[config.mk]
export PLATFORM = sky130hd
export DESIGN_NAME = keypad_scan_fsm
export DESIGN_NICKNAME = d
export VERILOG_FILES = /design/src/rtl/keypad_pkg.sv /design/src/rtl/keypad_tick_gen.sv /design/src/rtl/keypad_scan_fsm.sv
export SDC_FILE = /design/constraint.sdc
export NUM_CORES = 1
export LEC_CHECK = 0
export CORE_AREA = 10 10 70 72
export CTS_BUF_LIST = sky130_fd_sc_hd__clkbuf_16
export DETAILED_ROUTE_END_ITERATION = 12
export DIE_AREA = 0 0 80 82
export GPL_TIMING_DRIVEN = 0
export PLACE_DENSITY = 0.82
export SYNTH_ARGS = -nofsm -noshare
export SYNTH_HDL_FRONTEND = slang
export SYNTH_HIERARCHICAL = 1
export SYNTH_SLANG_ARGS = --single-unit
[constraint.sdc]
create_clock -name clock -period 3 [get_ports clock]
set_input_delay 0.45 -clock clock [delete_from_list [all_inputs] [get_ports clock]]
set_output_delay 0.45 -clock clock [all_outputs]
set_load 0.01 [all_outputs]
[src/rtl/keypad_pkg.sv]
// Shared types, keymap and default parameters for the 4x4 keypad scanner.
package keypad_pkg;

  typedef enum logic [1:0] {
    SCAN,
    DEBOUNCE,
    PRESSED,
    RELEASE
  } state_t;

  localparam int DEF_SCAN_DIV       = 100000;
  localparam int DEF_DEBOUNCE_SCANS = 4;
  localparam int DEF_REPEAT_SCANS   = 500;

  // Indexed by {row, col}; row 0 is the top row.
  localparam logic [15:0][3:0] KEYMAP =
    64'hDEF0_C987_B654_A321;

  function automatic logic [1:0] first_low(
    input logic [3:0] r
  );
    logic [1:0] idx;
    idx = 2'd0;
    for (int i = 3; i >= 0; i--)
      if (!r[i]) idx = 2'(i);
    return idx;
  endfunction

endpackage

[src/rtl/keypad_tick_gen.sv]
// Scan-rate prescaler: one-cycle tick every SCAN_DIV clocks.
module keypad_tick_gen
  import keypad_pkg::*;
#(
  parameter int SCAN_DIV = DEF_SCAN_DIV
) (
  input  logic clock,
  input  logic reset_n,
  output logic tick
);

  localparam int W = (SCAN_DIV > 1) ? $clog2(SCAN_DIV) : 1;

  logic [W-1:0] cnt;

  assign tick = (cnt == W'(SCAN_DIV - 1));

  always_ff @(posedge clock) begin
    if (!reset_n)  cnt <= '0;
    else if (tick) cnt <= '0;
    else           cnt <= cnt + 1'b1;
  end

endmodule

[src/rtl/keypad_scan_fsm.sv]
// 4x4 keypad column scanner with debounce and a valid/ready key output.
// Define KEYPAD_AUTOREPEAT_EN to emit repeat events while a key is held.
module keypad_scan_fsm
  import keypad_pkg::*;
#(
  parameter int SCAN_DIV       = DEF_SCAN_DIV,
  parameter int DEBOUNCE_SCANS = DEF_DEBOUNCE_SCANS,
  parameter int REPEAT_SCANS   = DEF_REPEAT_SCANS
) (
  input  logic       clock,
  input  logic       reset_n,
  input  logic [3:0] row,
  output logic [3:0] col,
  output logic [3:0] key_code,
  output logic       key_valid,
  input  logic       key_ready,
  output logic       key_held,
  output logic       overrun
);

  localparam int DW = $clog2(DEBOUNCE_SCANS + 1);

  logic          tick;
  logic [3:0]    row_meta;
  logic [3:0]    row_sync;
  state_t        state, state_n;
  logic [1:0]    col_idx, col_n;
  logic [1:0]    row_idx, row_n;
  logic [DW-1:0] dcnt, dcnt_n;
  logic          row_low;
  logic          key_event;

`ifdef KEYPAD_AUTOREPEAT_EN
  localparam int RW = $clog2(REPEAT_SCANS + 1);
  logic [RW-1:0] rpt, rpt_n;
`endif

  keypad_tick_gen #(
    .SCAN_DIV(SCAN_DIV)
  ) u_tick (
    .clock  (clock),
    .reset_n(reset_n),
    .tick   (tick)
  );

  always_ff @(posedge clock) begin
    if (!reset_n) begin
      row_meta <= 4'b1111;
      row_sync <= 4'b1111;
    end else begin
      row_meta <= row;
      row_sync <= row_meta;
    end
  end

  assign row_low  = ~row_sync[row_idx];
  assign col      = ~(4'b0001 << col_idx);
  assign key_held = (state == PRESSED) ||
                    (state == RELEASE);

  always_ff @(posedge clock) begin
    if (!reset_n) begin
      state   <= SCAN;
      col_idx <= '0;
      row_idx <= '0;
      dcnt    <= '0;
`ifdef KEYPAD_AUTOREPEAT_EN
      rpt     <= '0;
`endif
    end else begin
      state   <= state_n;
      col_idx <= col_n;
      row_idx <= row_n;
      dcnt    <= dcnt_n;
`ifdef KEYPAD_AUTOREPEAT_EN
      rpt     <= rpt_n;
`endif
    end
  end

  always_comb begin
    state_n   = state;
    col_n     = col_idx;
    row_n     = row_idx;
    dcnt_n    = dcnt;
    key_event = 1'b0;
`ifdef KEYPAD_AUTOREPEAT_EN
    rpt_n     = rpt;
`endif
    if (tick) begin
      unique case (state)
        SCAN: begin
          if (row_sync != 4'b1111) begin
            row_n   = first_low(row_sync);
            dcnt_n  = DW'(1);
            state_n = DEBOUNCE;
          end else begin
            col_n = col_idx + 1'b1;
          end
        end
        DEBOUNCE: begin
          if (!row_low) begin
            state_n = SCAN;
            col_n   = col_idx + 1'b1;
          end else if (int'(dcnt) + 1 >= DEBOUNCE_SCANS) begin
            state_n   = PRESSED;
            key_event = 1'b1;
`ifdef KEYPAD_AUTOREPEAT_EN
            rpt_n     = '0;
`endif
          end else begin
            dcnt_n = dcnt + 1'b1;
          end
        end
        PRESSED: begin
          if (!row_low) begin
            state_n = RELEASE;
            dcnt_n  = DW'(1);
          end
`ifdef KEYPAD_AUTOREPEAT_EN
          else if (int'(rpt) + 1 >= REPEAT_SCANS) begin
            key_event = 1'b1;
            rpt_n     = '0;
          end else begin
            rpt_n = rpt + 1'b1;
          end
`endif
        end
        RELEASE: begin
          if (row_low) begin
            state_n = PRESSED;
          end else if (int'(dcnt) + 1 >= DEBOUNCE_SCANS) begin
            state_n = SCAN;
            col_n   = col_idx + 1'b1;
          end else begin
            dcnt_n = dcnt + 1'b1;
          end
        end
        default: state_n = SCAN;
      endcase
    end
  end

  // A pending key being accepted this cycle frees the slot for the new one.
  always_ff @(posedge clock) begin
    if (!reset_n) begin
      key_code  <= '0;
      key_valid <= 1'b0;
      overrun   <= 1'b0;
    end else begin
      overrun <= 1'b0;
      if (key_event && (!key_valid || key_ready)) begin
        key_code  <= KEYMAP[{row_idx, col_idx}];
        key_valid <= 1'b1;
      end else begin
        if (key_event)
          overrun <= 1'b1;
        if (key_valid && key_ready)
          key_valid <= 1'b0;
      end
    end
  end

endmodule

==> impl_metrics.json <==
{
  "grt_pass1_vias": 1413,
  "worstPathRequired_ns": 3.19,
  "max_stage_delay_ns": 0.69,
  "drt_wl_total_um": 3640,
  "period_minus_slack_ns": 2.63,
  "die-height_um": 82,
  "tns_ns": 0,
  "cp-end-kind": "register",
  "start_kind": "register",
  "port_buffers": 17,
  "layout_commonest_cell": "dfxtp_1",
  "post-route-util_pct": 64.0,
  "cts_root_buf": "clkbuf_16",
  "drv_cap": 0,
  "cp.arrival_ns": 2.82,
  "synth_cell_types": 41,
  "insertion_delay_ns": 0.28,
  "synth_cells": 210,
  "area_delta_synth_final_pct": 19.2,
  "ir_drop_uv": 278,
  "drc": 0,
  "grt_usage_pct": 11.8,
  "drive_gt1_share_pct": 6.84,
  "cp_slowest_cell": "nor4_2",
  "max_freq_mhz": 381,
  "seq_area_frac_synth_pct": 41.7,
  "syn-mean-instance-area_sq_um": 9.15,
  "hold_viol": 0,
  "post_drt_wl_per_cell_um": 12.9,
  "cts_htree_levels": 2,
  "synth.top_cell.area_share_pct": 41.7,
  "drv_slew": 0,
  "synth-main-ff-cell": "dfxtp_1",
  "clk_pin_slew_ns": 0.05,
  "overflow": 0,
  "core_region_area_sq_um": 3580,
  "grt_pass1_wl_um": 6080,
  "grt_max_degree": 12,
  "post_cts_buffers": 0,
  "final-seq-area_sq_um": 801,
  "critPathTopFamily": "simple AND/OR/NAND/NOR gates",
  "io_pins": 18,
  "synth_area_sq_um": 1920,
  "cts_buffers": 5,
  "ctsLongestPathBuffers": 2,
  "diodes": 0,
  "num_rows": 22,
  "final.setup.worst_slack_ns": 0.374,
  "synth_edf_count": 0,
  "fin_worst_skew_ns": 0.00396,
  "place.gp.congestion": 0.857,
  "powerDensity_nw_per_um2": 469,
  "vias": 1511,
  "p_leak_uw": 0.000884,
  "hp-class": "register to register",
  "crit_buf_inv": 1,
  "grt_antenna_before_repair": 0,
  "synth_warnings": 6,
  "crit_chain": "nor4b_1 -> nand3_1 -> nor4_2 -> inv_1 -> nor3_1 -> a21oi_1 -> a211oi_1",
  "cts_sinks": 40,
  "dieArea_sq_um": 6560,
  "slew_headroom_pct": 53.3,
  "syn-num-nets": 225,
  "crit_type": "register to register",
  "dieWidth_um": 80,
  "ant_nets": 0,
  "fill_cells": 308,
  "cts_tree": "yes",
  "vias_per_cell": 5.36,
  "dp_worst_setup_slack_ns": 0.0956,
  "status": "completed",
  "multiInputGateArea_sq_um": 1010,
  "drt_iter0_drc": 83,
  "initial_core_util_pct": 53.7,
  "synth_top_area_cell": "dfxtp_1",
  "rsz0062_at_grt": "no",
  "final_cell_mix": "dfxtp_1, nor2_1, nand2_1, clkdlybuf4s50_1, inv_1",
  "place_hpwl_um": 2580,
  "final_nets": 249,
  "final_cell_count_no_fill": 282,
  "dp.cells": 275,
  "netlist_top_cells_area": "dfxtp_1, xnor2_1, ha_1, nor2_1, mux2i_1",
  "async_flop_share_pct": 0,
  "setup_viol": 0,
  "worstPathMaxFanout": 7,
  "worst_pin_slew_ns": 0.695,
  "ys_ff_latch": 40,
  "dr.pass1.iters": 4,
  "finalCritPeriodShare_pct": 87.5
}
-- power breakdown --
part           internal [uW]  switching, uW
combinational           20.9           21.7
clock                    297            189
sequential               540           5.35
-- flip-flops by register name, summed over array words and instances (netlist names), named ones only --
| signal | count |
|---|---|
| state | 1 |
| col_idx | 2 |
| key_code | 4 |
| u_tick/cnt | 17 |
| overrun | 1 |
| dcnt | 3 |
| row_sync | 4 |
| key_valid | 1 |
| row_meta | 4 |
| row_idx | 2 |
-- kinds of logic (layout without fill, tap and decap cells) --
logic type / count (synthesis) / in the layout / share of synthesized area (%)
and+or+nand+nor: 91 / 91 / 24.2
DFF: 40 / 40 / 41.7
AOI/OAI and AO/OA: 23 / 23 / 8.99
buffers and inverters: 22 / 46 / 5.86
xor gates and xnor gates: 16 / 16 / 7.30
muxes: 10 / 10 / 6.71
adders and majority gates: 8 / 8 / 5.21
-- per-layer routing --
metal	up-vias	part of all wire [%]	wire length, um	GRT usage, %
li1	771	-	-	-
met1	698	46	1680	13.5
met2	36	46	1680	18.9
met3	6	6.0	219	4.59
met4	0	1.7	61	5.63
met5	-	0	0	0
-- synth_stat cells (3+ instances only) --
cell type	number
buf_6	3
o211ai_1	5
xnor2_1	14
nor3_1	9
nand2b_1	9
inv_1	15
nand2_1	20
ha_1	8
nor4_1	6
mux2i_1	8
dfxtp_1	40
nor2_1	22
nand4_1	5
nand3_1	9
a21oi_1	7
-- cell type report --
| class | count | area share (%) |
|---|---|---|
| buffer | 7 | 2.46 |
| clock buffer | 5 | 5.46 |
| clock inverter | 2 | 0.328 |
| inverter | 15 | 2.46 |
| multi-input combinational | 148 | 44.3 |
| sequential | 40 | 35.0 |
| tap | 48 | 2.62 |
| timing repair buffer | 17 | 7.43 |
-- path summary, 6_finish.rpt --
kind | startpoint | end | slack, ns | depth (start not counted)
max | u_tick/cnt[5] | row_idx[0] | 0.37 | 7
max reg2reg | u_tick/cnt[5] | row_idx[0] | 0.37 | 7
min reg2reg | row_meta[3] | row_sync[3] | 0.40 | 1
min | row_meta[3] | row_sync[3] | 0.40 | 1
-- repair_timing --
action                                  CTS  global route
hold buffers                              0             0
resized for setup                         0             1
endpoints found under the setup margin    0             6
-- worst register-to-register path, cell delays in order (launching register included) --
cell      delay, ns
dfxtp_1        0.36
nor4b_1        0.32
nand3_1        0.21
nor4_2         0.69
inv_1          0.23
nor3_1         0.38
a21oi_1        0.11
a211oi_1       0.23
-- per-stage QoR --
| step | hold slack, ns | power (uW) | area (sq um) |
|---|---|---|---|
| 6_report | 0.405 | 1070 | 2290 |
| 5_1_grt | 0.426 | 1110 | 2290 |
| 4_1_cts | 0.409 | 1090 | 2280 |
| 3_5_place_dp | 0.391 | 599 | 2150 |
| 3_3_place_gp | 0.388 | 598 | 2150 |
| 2_1_floorplan | 0.386 | 583 | 1920 |
(Power assumes the default switching activity.)
